--- src/rtl/phase_to_sine.sv ---
// Phase-to-sine converter: a three-stage pipeline that folds the phase into one quadrant,
// looks up a quarter-wave ROM built at elaboration, and restores the sign.
module phase_to_sine #(
  parameter int PHASE_WIDTH = 8,
  parameter int DATA_WIDTH  = 32
) (
  input  logic                   clk,
  input  logic                   reset,
  input  logic                   in_valid,
  input  logic [PHASE_WIDTH-1:0] phase,
  output logic                   in_ready,
  output logic                   out_valid,
  input  logic                   out_ready,
  output logic [DATA_WIDTH-1:0]  sine
);

  localparam int  QN = 1 << (PHASE_WIDTH - 2);
  localparam int  FW = PHASE_WIDTH - 1;
  localparam real PI = 3.14159265358979323846;

  typedef logic [QN:0][DATA_WIDTH-1:0] rom_t;

  function automatic logic signed [DATA_WIDTH-1:0] round_haz(input real x);
    integer v;
    if (x >= 0.0) v = $rtoi(x + 0.5);
    else          v = -$rtoi(0.5 - x);
    return DATA_WIDTH'(v);
  endfunction

  function automatic rom_t build_rom();
    rom_t r;
    real  scale;
    scale = real'(longint'(1) << (DATA_WIDTH - 2));
    for (int k = 0; k <= QN; k++) begin
      r[k] = round_haz($sin(PI * real'(k) / real'(2 * QN)) * scale);
    end
    return r;
  endfunction

  localparam rom_t ROM = build_rom();

  logic                         adv;
  logic [PHASE_WIDTH-3:0]       low;
  logic                         vld_p1_q, vld_p1_d;
  logic                         vld_p2_q, vld_p2_d;
  logic                         vld_p3_q, vld_p3_d;
  logic                         neg_p1_q, neg_p1_d;
  logic                         neg_p2_q, neg_p2_d;
  logic [FW-1:0]                fold_p1_q, fold_p1_d;
  logic signed [DATA_WIDTH-1:0] qw_p2_q, qw_p2_d;
  logic signed [DATA_WIDTH-1:0] sine_p3_q, sine_p3_d;

  always_comb begin
    adv      = !vld_p3_q | out_ready;
    low      = phase[PHASE_WIDTH-3:0];
    vld_p1_d = adv ? in_valid : vld_p1_q;
    vld_p2_d = adv ? vld_p1_q : vld_p2_q;
    vld_p3_d = adv ? vld_p2_q : vld_p3_q;

    // Stage 1: odd quadrants mirror the index so one quarter wave covers all four.
    neg_p1_d  = phase[PHASE_WIDTH-1];
    fold_p1_d = phase[PHASE_WIDTH-2] ? (FW'(QN) - FW'(low)) : FW'(low);

    // Stage 2: quarter-wave lookup
    neg_p2_d = neg_p1_q;
    qw_p2_d  = ROM[fold_p1_q];

    // Stage 3: lower half-wave is the negated upper half; |Q| <= 2**(DW-2) cannot overflow.
    sine_p3_d = neg_p2_q ? -qw_p2_q : qw_p2_q;
  end

  always_ff @(posedge clk or posedge reset) begin
    if (reset) begin
      vld_p1_q <= 1'b0;
      vld_p2_q <= 1'b0;
      vld_p3_q <= 1'b0;
    end else begin
      vld_p1_q <= vld_p1_d;
      vld_p2_q <= vld_p2_d;
      vld_p3_q <= vld_p3_d;
    end
  end

  always_ff @(posedge clk) begin
    if (adv) begin
      neg_p1_q  <= neg_p1_d;
      fold_p1_q <= fold_p1_d;
      neg_p2_q  <= neg_p2_d;
      qw_p2_q   <= qw_p2_d;
      sine_p3_q <= sine_p3_d;
    end
  end

  // Gating on the valid bit keeps sine at zero through reset without resetting data flops.
  assign in_ready  = adv;
  assign out_valid = vld_p3_q;
  assign sine      = vld_p3_q ? sine_p3_q : '0;

endmodule

--- config.mk ---
export PLATFORM = sky130hd
export DESIGN_NAME = phase_to_sine
export DESIGN_NICKNAME = d
export VERILOG_FILES = /design/src/rtl/phase_to_sine.sv
export SDC_FILE = /design/constraint.sdc
export NUM_CORES = 1
export LEC_CHECK = 0
export ABC_AREA = 1
export BUFFER_PORTS_ARGS = -buffer_cell sky130_fd_sc_hd__buf_2
export CORE_MARGIN = 2
export CORE_UTILIZATION = 45
export CTS_CLUSTER_SIZE = 16
export DETAILED_ROUTE_END_ITERATION = 6
export GPL_TIMING_DRIVEN = 0
export HOLD_SLACK_MARGIN = 0.06
export PLACE_DENSITY = 0.6
export SLEW_MARGIN = 20
export SYNTH_ARGS = -nofsm -noshare
export SYNTH_HDL_FRONTEND = slang
export SYNTH_SLANG_ARGS = --single-unit
--- constraint.sdc ---
create_clock -name clk -period 3 [get_ports clk]
set_input_delay 0.3 -clock clk [delete_from_list [all_inputs] [get_ports clk]]
set_output_delay 0.3 -clock clk [all_outputs]
set_load 0.05 [all_outputs]
Yosys cells after proc, flatten, opt, wreduce, memory -nomap -nowiden
Memories as Yosys holds them, arrays and structs flattened. A register that Yosys moved wholly into a read port is not among the register bits.
Index checks and enable logic that the tools add are counted.
Widths: inputs -> output; s select.
- flip-flop bits (word level): 44
- memory bits (read-only): 4096
- input port bits: 12
- logic and storage cells: 16
- memories: 1
- memories (name ; depth ; width ; rd ports ; clocked after Yosys merged registers in ; write ports ; RTL line ; RTL):
    (no name shown) ; 128 ; 32 ; 1 ; 1 ; 0 ; 66 ; qw_p2_d = ROM[fold_p1_q];
- add/sub/neg operators: 2
- mux-type cells: 3
- bitwise gates (word level): 1
- reduce and logical (&&, ||, !) cells: 1
- operators by type and width (operator ; number):
    $mux 32 ; 2
    $neg 32->32 ; 1
    $sub 7x6->7 const A ; 1
    $mux 6 ; 1
    $logic_not 1->1 ; 1
    $or 1x1->1 ; 1

Depth between registers and ports, before layout
- depth after elaboration: 2
- mapped depth: 11
- gate-level depth less buffers: 11

Worst setup path before layout
OpenSTA, ideal clock, no wires.
- path type: reg2reg
- start: register vld_p3_q (netlist: out_valid)
- end: register vld_p1_q
- setup time: 135 ps
- arrival time: 3200 ps
- required time: 2865 ps
- setup slack: -335 ps
- stages on the path, launching flop included: 4
- buffers on the path: 1
- period minus slack after synthesis: 3335 ps
- path through: dfrtp_1 -> clkbuf_1 -> nand2_1 -> mux2_2
- longest elaborated chain between the ends: 2
- RTL lines (item ; RTL line ; RTL):
    from (decl) ; 46 ; logic vld_p3_q, vld_p3_d;
    from (signal assigned) ; 80 ; vld_p3_q <= vld_p3_d;
    $logic_not 1->1 ; 54 ; adv = !vld_p3_q | out_ready;
    $or 1x1->1 ; 54 ;
    via in_ready ; 11 ; output logic in_ready,
    to (signal assigned) ; 78 ; vld_p1_q <= vld_p1_d;
    to (decl) ; 44 ; logic vld_p1_q, vld_p1_d;
The timed path passes the listed nets, and every way through them passes these cells.
A chain may end at the register's enable or synchronous reset.

==> flow_summary.json <==
{
  "outcome": "complete, but fails checks",
  "violated_checks": "DRC",
  "tritoncts": "yes",
  "cts_inserted_buffers": 9,
  "final_non_filler_cell_total": 1142,
  "post-route-period-util_pct": 87.40,
  "cts-root-buf": "sky130_fd_sc_hd__clkbuf_16",
  "max_cap_viol_count": 0,
  "syn_area_sq_um": 6008,
  "crit-reg2reg-launch": "fold_p1_q[1]",
  "timing.reg2reg.setup_slack_ns": 0.38,
  "most_frequently_used_flop_master_after_synthesis": "sky130_fd_sc_hd__edfxtp_1",
  "nets_finish": 992,
  "grt_most_used_layer": "met2",
  "gr-usage-met1_pct": 39.24,
  "endpoint_of_the_lowest_slack_register_to_register_path": "qw_p2_q[24]",
  "post_synth_inst_count": 891,
  "relSlewSlack_pct": 41.74,
  "ys_types": 30,
  "wire_length_of_the_first_global_routing_pass_microns": 34640,
  "power.ir.vdd_worst_mv": 0.3076,
  "synth_sequential_area_ratio_pct": 37.23,
  "io-pin-count": 46,
  "antenna_found_initial": 0,
  "setup_violations": 0,
  "power-per-cell-area_nw_per_um2": 921.8,
  "clock_insertion_delay_worst_skew_ns": 0.34,
  "flow.area_growth_from_synthesis_pct": 14.60,
  "clk_pin_slew_worst_paths_ns": 0.06,
  "mostFrequentLayoutCells": "sky130_fd_sc_hd__nand2_1, sky130_fd_sc_hd__nor2_1, sky130_fd_sc_hd__inv_1",
  "synthArstFlopShare_pct": 4.000,
  "finClkSkew_ns": 0.005777,
  "holdPathStages": 1,
  "grt_max_degree": 46,
  "synth_edf_count": 72,
  "synth_top_family_by_area": "simple AND/OR/NAND/NOR gates",
  "cts_htree_levels": 3,
  "proportion_of_synthesized_area_in_mux_cells_pct": 0.1874,
  "startpoint": "fold_p1_q[1]",
  "core_area_sq_um": 13140,
  "final_common_cell": "sky130_fd_sc_hd__nand2_1",
  "remaining_drc_errors": 7,
  "timing.setup.critical_path_class": "flop to flop",
  "clock_path_buffers": 2,
  "sum_of_negative_setup_slack_ns": 0,
  "globalRouteTotalUtil_pct": 32.74,
  "max_freq_ghz": 0.3814,
  "timing.final.crit_period_ns": 2.622,
  "gr-total-overflow": 0,
  "detailed_place_hpwl_microns": 16870,
  "drt.antenna.violating_nets": 0,
  "rr_worst_depth": 8,
  "synth_compound_area_share_pct": 13.35,
  "routed_via_count": 6686,
  "effective_utilization_at_floorplan_pct": 45.73,
  "start_kind": "flop",
  "antenna_cells_inserted": 0,
  "power_leakage_nw": 3.390,
  "synthSimpleGateAreaFrac_pct": 31.99,
  "met3_routing_resource_usage_after_global_routing_pct": 10.79,
  "timing_hold_violations_final": 0,
  "synthAdderAreaFrac_pct": 3.957,
  "gpl.final_weighted_congestion": 1.173,
  "drt_pre_antenna_iters": 7,
  "number_of_warning_messages_in_the_yosys_log": 0,
  "viasPerCell": 5.855,
  "fp-row-count": 42,
  "worst_hold_path_type": "input port to flop",
  "synth_area_per_cell_sq_um": 6.743,
  "crit_required_ns": 3.06,
  "io_buf_count": 45,
  "capture_point_of_the_worst_path": "qw_p2_q[24]",
  "grt_pass1_vias": 5889,
  "postRouteWirelength_microns": 22950,
  "rsz0062_at_grt": "false",
  "floorplan.die_area_sq_um": 14290,
  "slew_violations": 0,
  "endpoint_kind": "flop",
  "wire_per_inst_microns": 20.10,
  "synth_nets": 922,
  "post_synth_xor_area_fraction_pct": 3.353,
  "tightest_slew_ns": 0.8740,
  "die_y_microns": 119.6,
  "clk_sinks": 75,
  "cell_total_after_placement": 1113,
  "hold_slack_ns": 0.1381,
  "synth.ff_latch_count": 75,
  "use_met2_pct": 51.00,
  "critical_path_arrival_ns": 2.68,
  "fraction_of_final_layout_cells_with_drive_strength_greater_than_1_pct": 10.04,
  "worstPathMaxFanout": 5,
  "die-width_microns": 119.6,
  "drtIter0Drc": 1203
}
==> power by group <==
| group | leakage [nW] | switching, mW | internal, mW | total, mW |
|---|---|---|---|---|
| registers | 0.773 | 0.234 | 1.69 | 1.93 |
| clock network | 0.139 | 0.391 | 0.631 | 1.02 |
| logic | 2.48 | 2.53 | 0.866 | 3.40 |
| total | 3.39 | 3.16 | 3.19 | 6.35 |
==> routing by layer <==
metal,part of all wire [%],wire length (microns)
met2,43,9810
met1,36,8207
met3,13,3019
met5,0,0
met4,8.3,1916
==> cells by family after synthesis <==
family	after synthesis
xor+xnor	23
flops	75
fa+ha+maj	19
compound gates	151
mux	1
buf+inv	148
simple gates	474
==> stage by stage <==
step / setup WS, ns / power [mW] / instance area (sq um) / utilization [%]
after floorplan: 0.5538 / 4.223 / 6011 / -
after global placement: -0.1099 / 5.200 / 6456 / 49.14
after detailed placement: 0.03894 / 5.152 / 6481 / 49.33
after CTS: 0.01581 / 6.188 / 6775 / 51.57
after global routing: 0.1824 / 6.690 / 6885 / 52.41
final: 0.3779 / 6.347 / 6885 / 52.41
==> worst min path at each step <==
stage / startpoint / end / slack (ns)
floorplan: reset / out_valid / 0.05
global placement: reset / vld_p1_q / 0.17
detailed placement: reset / vld_p1_q / 0.18
CTS: phase[7] / neg_p1_q / 0.13
global route: phase[7] / neg_p1_q / 0.13
finish: phase[7] / neg_p1_q / 0.14
==> state kept, by name, summed over array words and instances, names as in the netlist <==
signal     cells
qw_p2_q       31
vld_p2_q       1
neg_p1_q       1
out_valid      1
neg_p2_q       1
fold_p1_q      7
sine_p3_q     32
vld_p1_q       1
==> synthesized netlist by cell type (7+ instances only) <==
cell | number | area share, %
sky130_fd_sc_hd__inv_1 | 107 | 6.7
sky130_fd_sc_hd__edfxtp_1 | 72 | 36
sky130_fd_sc_hd__nand4_1 | 12 | 1.2
sky130_fd_sc_hd__nor3_1 | 11 | 0.92
sky130_fd_sc_hd__nand2_1 | 258 | 16
sky130_fd_sc_hd__xor2_1 | 18 | 2.6
sky130_fd_sc_hd__o21ai_0 | 76 | 6.3
sky130_fd_sc_hd__nor2_1 | 118 | 7.4
sky130_fd_sc_hd__buf_4 | 7 | 0.87
sky130_fd_sc_hd__o211ai_1 | 8 | 1.0
sky130_fd_sc_hd__nand3_1 | 71 | 5.9
sky130_fd_sc_hd__buf_2 | 12 | 1.0
sky130_fd_sc_hd__a21oi_1 | 51 | 4.2
sky130_fd_sc_hd__clkbuf_1 | 19 | 1.2
sky130_fd_sc_hd__ha_1 | 19 | 4.0
==> critical path: stages, from the launching register on <==
cell and delay, ns:
sky130_fd_sc_hd__edfxtp_1 0.46, sky130_fd_sc_hd__clkinvlp_4 0.19, sky130_fd_sc_hd__ha_1 0.39, sky130_fd_sc_hd__nor2_1 0.38, sky130_fd_sc_hd__inv_1 0.14, sky130_fd_sc_hd__o21ai_1 0.40, sky130_fd_sc_hd__o21ai_0 0.22, sky130_fd_sc_hd__nand2_1 0.10
sky130_fd_sc_hd__a21oi_1 0.05
==> final cells by class <==
class | instances | area, sq um
plain buffers | 39 | 187.7
multi-input cells | 668 | 3182
clock buffers | 9 | 225.2
inverters | 109 | 416.7
fillers | 1328 | 6252
clock inverters | 7 | 58.81
well taps | 176 | 220.2
repair buffers | 59 | 357.8
flip-flops and latches | 75 | 2237
==> what timing repair did <==
action | 4_1_cts | 5_1_grt
setup endpoints to repair | 0 | 6
gates resized for setup | 0 | 3
buffers inserted | 0 | 12
hold buffers | 1 | 0
endpoints found under the hold margin | 3 | 0
(Power assumes the default switching activity.)
